`src/rtl/layer2_seq.sv`:
```
// layer2_seq: walks hidden indices for the layer-2 MAC array and aligns MAC start/stop
// with the buffer/ROM read latency; pulses done when the dot products are final.
module layer2_seq #(
   parameter int N_HIDDEN = 32,
   parameter int ADDR_W   = 5,
   parameter int RD_LAT   = 1
) (
   input  logic              clk,
   input  logic              reset,
   input  logic              go,
   input  logic              abort,
   output logic              rd_en,
   output logic [ADDR_W-1:0] rd_addr,
   output logic              mac_start,
   output logic              mac_stop,
   output logic              busy,
   output logic              done,
   output logic [7:0]        pass_cnt
);
   typedef enum logic [1:0] {IDLE, ISSUE, DRAIN, FIN} state_t;
   localparam logic [ADDR_W-1:0] LAST = ADDR_W'(N_HIDDEN - 1);
   state_t            state_q, state_d;
   logic [ADDR_W-1:0] idx_q, idx_d;
   logic [RD_LAT-1:0] vpipe_q, vpipe_d, fpipe_q, fpipe_d;
   logic [RD_LAT:0]   vsh, fsh;
   logic [7:0]        pass_cnt_q, pass_cnt_d;
   always_comb begin
      state_d    = state_q;
      idx_d      = idx_q;
      rd_en      = state_q == ISSUE;
      rd_addr    = rd_en ? idx_q : '0;
      busy       = state_q != IDLE;
      done       = state_q == FIN && !abort;
      vsh        = {vpipe_q, rd_en};
      fsh        = {fpipe_q, rd_en && idx_q == '0};
      vpipe_d    = vsh[RD_LAT-1:0];
      fpipe_d    = fsh[RD_LAT-1:0];
      pass_cnt_d = pass_cnt_q + 8'(done);
      unique case (state_q)
         IDLE:  state_d = go ? ISSUE : IDLE;
         ISSUE: begin
            idx_d   = idx_q == LAST ? '0 : idx_q + ADDR_W'(1);
            state_d = idx_q == LAST ? DRAIN : ISSUE;
         end
         // leave once the last operand is the only one still in flight
         DRAIN: state_d = vpipe_d == '0 ? FIN : DRAIN;
         FIN:   state_d = IDLE;
      endcase
      if (abort) begin
         state_d = IDLE;
         idx_d   = '0;
         vpipe_d = '0;
         fpipe_d = '0;
      end
   end
   always_ff @(posedge clk or posedge reset)
      if (reset) begin
         state_q    <= IDLE;
         idx_q      <= '0;
         vpipe_q    <= '0;
         fpipe_q    <= '0;
         pass_cnt_q <= '0;
      end else begin
         state_q    <= state_d;
         idx_q      <= idx_d;
         vpipe_q    <= vpipe_d;
         fpipe_q    <= fpipe_d;
         pass_cnt_q <= pass_cnt_d;
      end
   assign mac_stop  = ~vpipe_q[RD_LAT-1];
   assign mac_start = fpipe_q[RD_LAT-1];
   assign pass_cnt  = pass_cnt_q;
endmodule

```
`config.mk`:
```
export PLATFORM = sky130hd
export DESIGN_NAME = layer2_seq
export DESIGN_NICKNAME = d
export VERILOG_FILES = /design/src/rtl/layer2_seq.sv
export SDC_FILE = /design/constraint.sdc
export NUM_CORES = 1
export LEC_CHECK = 0
export ABC_AREA = 1
export BUFFER_PORTS_ARGS = -buffer_cell sky130_fd_sc_hd__buf_2
export CAP_MARGIN = 30
export CORE_ASPECT_RATIO = 0.7
export CORE_MARGIN = 2
export CORE_UTILIZATION = 45
export CTS_CLUSTER_DIAMETER = 100
export DETAILED_ROUTE_END_ITERATION = 8
export PLACE_DENSITY = 0.68
export SYNTH_ARGS = -nofsm -noshare
export SYNTH_HDL_FRONTEND = slang
export SYNTH_SLANG_ARGS = --single-unit
```
`constraint.sdc`:
```
create_clock -name clk -period 4.1 [get_ports clk]
set_input_delay 0.205 -clock clk [delete_from_list [all_inputs] [get_ports clk]]
set_output_delay 0.205 -clock clk [all_outputs]
set_load 0.02 [all_outputs]
```
==> out/summary.txt, run 1 <==
Residual DRC: 0
Worst Tran Pin Value: 664 ps
Leak: 0.574 nW
Pwr dens: 299 mW/mm^2
WL/cell: 11.3 um
First-pass GRT wire length: 2680 um
Required @ worst endpoint: 4280 ps
Hold Buf Count CTS: 0
Ports: 22
Die area: 0.00228 sq mm
Die Y: 40.5 um
Drt via density: 4.70
Vias in the first global route: 589
Setup crit start kind: flop
VDD IR max: 0.000196 V
Commonest cells after routing, fill and taps aside: nand2_1, buf_2, dfrtp_1
Syn-to-layout area delta: 18.5%
Gr usage total: 16.6%
Slowest CP cell: dfrtp_1
Post-synthesis mux area share: 0%
RSZ-0062 raised after global routing: no
Cell taking the most area after synthesis: dfrtp_1
CP endpoint kind: flop
Sequential area share after synthesis: 49.6%
Area fraction of the dominant cell type after synthesis: 49.6%
Status: finished with violations
Arr. time, crit path: 1750 ps
Root Buffer: clkbuf_4
Die W: 56.2 um
Gr ovfl total: 0
Avg Inst Size Synth: 8.66 sq um
Hold WC Path Type: in2async
Top cell by count, worst path: nand2_1
Initial antenna violation count: 0
Synth Area in Adders: 7.30%
Register bit total from synthesis: 17
Max FO, Critical Path: 5
Minimum clock period: 1570 ps
Hpwl dp: 1290 um
CP top delay family: simple AND/OR/NAND/NOR gates
Post_cts resized: 0
Share of layout cells above drive strength 1: 27.4%
Synthesized area: 857 sq um
Failing checks: negative hold slack
Clock Latency Late Sink: 280 ps
Fraction of the mapped netlist area in simple logic gates: 28.6%
Max Cap Viol: 0
Htree depth: 1
Drt total wl: 1650 um
Drt first pass iters: 6
Clock skew: 3.81 ps
Complex-gate fraction of the synthesized area: 3.80%
Setup Total Neg Slack: 0 ps
Setup Buffers After CTS: 0
Initial Util: 47.0%
Antenna Nets Post-Route: 0
Worst Path Buf+Inv: 0
Final setup vio count: 0
IO buf count: 21
Hold Vio Cnt, Final: 6
Yosys warns: 0
Critical path class: reg2reg
Site Rows: 13
Fmax: 638 MHz
Final net count: 134
DR vias: 686
TritonCTS clock tree: built
CTS Buffer Depth: 2
Largest family of logic cells by synthesized area: simple AND/OR/NAND/NOR gates
GP Congestion: 0.749
# clock sinks: 17
Commonest non-fill, non-tap cell in the layout: nand2_1
Slowest stage delay, CP: 450 ps
Top cells by area in the synthesized netlist: dfrtp_1, nand2_1, ha_1
Crit-path cells: nand2_1, nor2_1, ha_1, ha_1, nand2_1, nor2_1, nand2_1, nand2_1, nand2_1
Hold slack: -4.97 ps
Rel. slew slack: 55.7%
Reg clk slew, reported paths: 100 ps
Final worst-path cycle share: 38.2%
Post-synthesis xor/xnor area fraction: 4.09%
Yosys cell types: 20
Syn Nets: 108
Iter 0 DRT Violations: 6
Final Max Tran Viols: 0
Largest net degree at the start of global routing: 18
TritonCTS Buffers: 3
Mapped Cells: 99
Core footprint: 0.00182 sq mm
N_diodes: 0
power by group:
part / internal (mW) / switching (mW)
logic: 0.0118 / 0.0268
clock network: 0.0378 / 0.0502
registers: 0.173 / 0.00504
total: 0.222 / 0.0820
area by class of cell:
type,count,area [sq um]
fillers,180,806
well taps,22,27.5
clock buffers,4,26.3
flip-flops and latches,17,425
repair buffers,21,105
inverters,15,56.3
multi-input cells,67,375
kinds of logic (layout without fill, tap and decap cells):
kind of cell | Yosys count | count (layout)
flops | 17 | 17
compound gates | 6 | 6
fa+ha+maj | 5 | 5
buf+inv | 15 | 40
simple gates | 52 | 52
xor+xnor | 4 | 4
worst paths after layout:
kind / startpoint / endpoint / slack (ps) / cells after the start
setup / recovery: state_q[0] / pass_cnt[6] / 2530 / 9
hold reg to reg: idx_q[4] / mac_start / 490 / 1
max in group asynchronous: reset / mac_start / 3680 / 2
min in group clk: go / state_q[0] / 200 / 3
hold / removal: reset / pass_cnt[0] / -5 / 2
setup reg to reg: state_q[0] / pass_cnt[6] / 2530 / 9
synthesized netlist by cell type, drive strengths merged:
cell / count
inv: 15
nand3b: 2
nand2: 30
nor2: 12
o21ai: 4
a21oi: 1
xnor2: 2
dfrtp: 17
nor3: 1
nand3: 5
ha: 5
o211ai: 1
xor2: 2
nand4: 2
sequential cells by signal, summed over array words and instances (netlist names):
register and cells:
state_q 2, idx_q 5, vpipe_q 1, pass_cnt 8, mac_start 1
through the flow:
stage | worst slack [ps] | area (sq um) | utilization [%] | power, mW | instances
global placement | 2640 | 990 | 54.3 | 0.218 | 142
global route | 2380 | 1020 | 55.8 | 0.322 | 146
floorplan | 2410 | 857 | - | 0.207 | 99
CTS | 2540 | 1020 | 55.8 | 0.309 | 146
detailed placement | 2570 | 990 | 54.3 | 0.220 | 142
finish | 2530 | 1020 | 55.8 | 0.304 | 146
layer usage:
metal  vias up  GRT usage (%)  share of wire [%]  wire length, um
li1        359              -                  -                -
met1       307           20.3                 50              820
met2        16           25.6                 43              705
met3         4           7.10                6.0               99
met4         0           8.93                1.5               24
met5         -              0                  0                0
Note: power is estimated with default switching activity, not from simulation.
==> run 2, diff against run 1 <==
ABC_AREA = 0   (was 1)
CORE_ASPECT_RATIO = default   (was 0.7)
clock period = 1.64 ns   (was 4.1 ns; I/O delays follow)
==> out/summary.txt, run 2 <==
Gr ovfl total: 0 (unchanged)
P_int: 562 uW (was 222 uW)
DR vias: 666 (was 686)
Worst path depth: 5 (was 9)
Htree depth: 1 (unchanged)
IO buf count: 21 (unchanged)
Max reg flops: 8 (unchanged)
DP Cell Count: 121 (was 142)
TritonCTS Buffers: 3 (unchanged)
Multi-input gate area: 379 sq um (was 375 sq um)
Gr usage total: 17.4% (was 16.6%)
Residual DRC: 0 (unchanged)
Complex-gate fraction of the synthesized area: 6.90% (was 3.80%)
Hold Vio Cnt, Final: 0 (was 6)
Post-synthesis mux area share: 0% (unchanged)
Hold slack: 127 ps (was -4.97 ps)
Max FO, Critical Path: 3 (was 5)
Minimum clock period: 1610 ps (was 1570 ps)
Leak: 0.566 nW (was 0.574 nW)
Die W: 46.1 um (was 56.2 um)
Pwr dens: 722 mW/mm^2 (was 299 mW/mm^2)
Fraction of the mapped netlist area in simple logic gates: 21.9% (was 28.6%)
Drt total wl: 1600 um (was 1650 um)
Hold path start: abort
Top cells by area in the synthesized netlist: dfrtp_1, ha_1, nor2_1 (was dfrtp_1, nand2_1, ha_1)
Required @ worst endpoint: 1860 ps (was 4280 ps)
Final Instance Area: 0.00106 sq mm (was 0.00102 sq mm)
Iter 0 DRT Violations: 13 (was 6)
R2R Path Start: idx_q[1] (was state_q[0])
Hold endpoint: idx_q[0]
Seq pwr share: 57.1% (was 58.4%)
Syn Nets: 88 (was 108)
Die area: 0.00213 sq mm (was 0.00228 sq mm)
Clock skew: 2.00 ps (was 3.81 ps)
Clock share of power: 29.5% (was 28.9%)
Hold path depth: 3
Root Buffer: clkbuf_4 (unchanged)
# clock sinks: 17 (unchanged)
Cell taking the most area after synthesis: dfrtp_1 (unchanged)
P_sw: 204 uW (was 82.0 uW)
Die Y: 46.1 um (was 40.5 um)
Status: complete, no violations (was finished with violations)
Syn-to-layout area delta: 33.1% (was 18.5%)
Initial Util: 47.3% (was 47.0%)
Hpwl dp: 1150 um (was 1290 um)
Max Cap Viol: 0 (unchanged)
GP Congestion: 0.754 (was 0.749)
Asr flop ratio synth: 100% (unchanged)
Final setup vio count: 0 (unchanged)
Register bit total from synthesis: 17 (unchanged)
R2r endpoint: idx_q[2] (was pass_cnt[6])
Slowest stage delay, CP: 500 ps (was 450 ps)
Final core utilization: 62.9% (was 55.8%)
Yosys warns: 0 (unchanged)
Most frequent cells after synthesis: dfrtp_1, nor2_1, nand2_1, a21oi_1 (was nand2_1, dfrtp_1, inv_1, nor2_1, ha_1)
Combinational power share: 13.4% (was 12.7%)
RSZ-0062 raised after global routing: yes (was no)
R2R setup slack: 30 ps (was 2530 ps)
Largest family of logic cells by synthesized area: simple AND/OR/NAND/NOR gates (unchanged)
Final Max Tran Viols: 0 (unchanged)
Worst Tran Pin Value: 637 ps (was 664 ps)
Area after DPL: 981 sq um (was 990 sq um)
Setup crit start kind: flop (unchanged)
Share of layout cells above drive strength 1: 38.9% (was 27.4%)
Area fraction of the dominant cell type after synthesis: 53.3% (was 49.6%)
Clock Latency Late Sink: 290 ps (was 280 ps)
Reg2Reg Depth: 5 (was 9)
Site Rows: 15 (was 13)
WL/cell: 12.3 um (was 11.3 um)
Crit-path cells: ha_2, and3_4, ha_4, or4b_1, a21oi_1 (was nand2_1, nor2_1, ha_1, ha_1, nand2_1, nor2_1, nand2_1, nand2_1, nand2_1)
Synthesized area: 798 sq um (was 857 sq um)
Final net count: 123 (was 134)
Worst Path Buf+Inv: 0 (unchanged)
Avg Inst Size Synth: 10.1 sq um (was 8.66 sq um)
CP endpoint kind: flop (unchanged)
Commonest cells after routing, fill and taps aside: buf_2, dfrtp_1, nor2_1, buf_4, nand2_1 (was nand2_1, buf_2, dfrtp_1)
Yosys cell types: 25 (was 20)
Layout Cells excl Fill: 130 (was 146)
Ports: 22 (unchanged)
CTS Buffer Depth: 2 (unchanged)
Arr. time, crit path: 1840 ps (was 1750 ps)
Dominant synthesized flop cell: dfrtp_1 (unchanged)
Register area: 425 sq um (unchanged)
Fillers: 156 (was 180)
Sw Ratio: 26.6% (was 27.0%)
Initial antenna violation count: 0 (unchanged)
Hold WC Path Type: in2reg (was in2async)
TritonCTS clock tree: built (unchanged)
Fmax: 619 MHz (was 638 MHz)
Core footprint: 0.00169 sq mm (was 0.00182 sq mm)
First-pass GRT wire length: 2570 um (was 2680 um)
Post-synthesis xor/xnor area fraction: 6.58% (was 4.09%)
Vias in the first global route: 590 (was 589)
CP Launch Point: idx_q[1] (was state_q[0])
CP top delay family: simple AND/OR/NAND/NOR gates (unchanged)
VDD IR max: 0.000371 V (was 0.000196 V)
Drt first pass iters: 4 (was 6)
Synth Area in Adders: 7.84% (was 7.30%)
Commonest non-fill, non-tap cell in the layout: buf_2 (was nand2_1)
Rel. slew slack: 57.5% (was 55.7%)
Antenna Nets Post-Route: 0 (unchanged)
Mapped Cells: 79 (was 99)
Sequential area share after synthesis: 53.3% (was 49.6%)
Largest net degree at the start of global routing: 18 (unchanged)
Critical path class: reg2reg (unchanged)
Reg clk slew, reported paths: 100 ps (about the same)
Drt via density: 5.12 (was 4.70)
Final worst-path cycle share: 98.5% (was 38.2%)
N_diodes: 0 (unchanged)
Count leader, synth: dfrtp_1 (was nand2_1)
Power, Total: 767 uW (was 304 uW)
Post-synth EDFFs: 0 (unchanged)
Slowest CP cell: or4b_1 (was dfrtp_1)
[run 2: worst register-to-register path: stages, from the launching register on]
cell and delay [ps]:
dfrtp_1 400, ha_2 200, and3_4 150, ha_4 150
or4b_1 500, a21oi_1 140
[run 2: kinds of logic after synthesis]
group	Yosys count
simple gates	34
xor+xnor	6
fa+ha+maj	5
buf+inv	7
flops	17
compound gates	10
[run 2: timing repair]
action | 4_1_cts | 5_1_grt
cloned | 0 | 0
endpoints found under the hold margin | 17 | 0
hold buffers | 1 | 0
pin swaps | 1 | 3
buffers inserted | 1 | 3
endpoints found under the setup margin | 5 | 7
gates resized for setup | 2 | 3
[run 2: cell type report]
cell class	instances	share of cell area, %
Timing Repair Buffer	32	17.9
Tap cell	17	2.00
Clock inverter	1	0.471
Sequential cell	17	40.0
Multi-Input combinational cell	55	35.7
Inverter	5	1.77
Clock buffer	3	2.12
[run 2: worst max path at each step]
stage | to | slack (ps)
2_1_floorplan | idx_q[2] | 10
3_3_place_gp | idx_q[2] | 50
3_5_place_dp | idx_q[3] | 20
4_1_cts | idx_q[3] | 2
5_1_grt | rd_addr[2] | -1
6_report | idx_q[2] | 30
[run 2: power by group through the flow]
stage | Combinational [mW] | Clock [mW] | Sequential, mW
3_5_place_dp | 0.0892 | 0 | 0.447
3_3_place_gp | 0.0888 | 0 | 0.446
6_report | 0.103 | 0.226 | 0.438
2_1_floorplan | 0.0468 | 0 | 0.455
4_1_cts | 0.0955 | 0.236 | 0.439
5_1_grt | 0.114 | 0.256 | 0.439
[run 2: metal layers]
layer  GRT usage, %  share of wire [%]  vias to the layer above
met5              0                  0                        -
li1               -                  -                      332
met1           22.4                 47                      317
met3           4.71                3.5                        2
met4           8.57               0.94                        0
met2           26.7                 48                       15
[run 2: through the flow]
stage               worst slack, ps  setup TNS, ps
detailed placement             15.4              0
global placement               49.7              0
finish                         25.4              0
floorplan                      13.1              0
global route                  -1.30          -1.77
CTS                            1.55              0
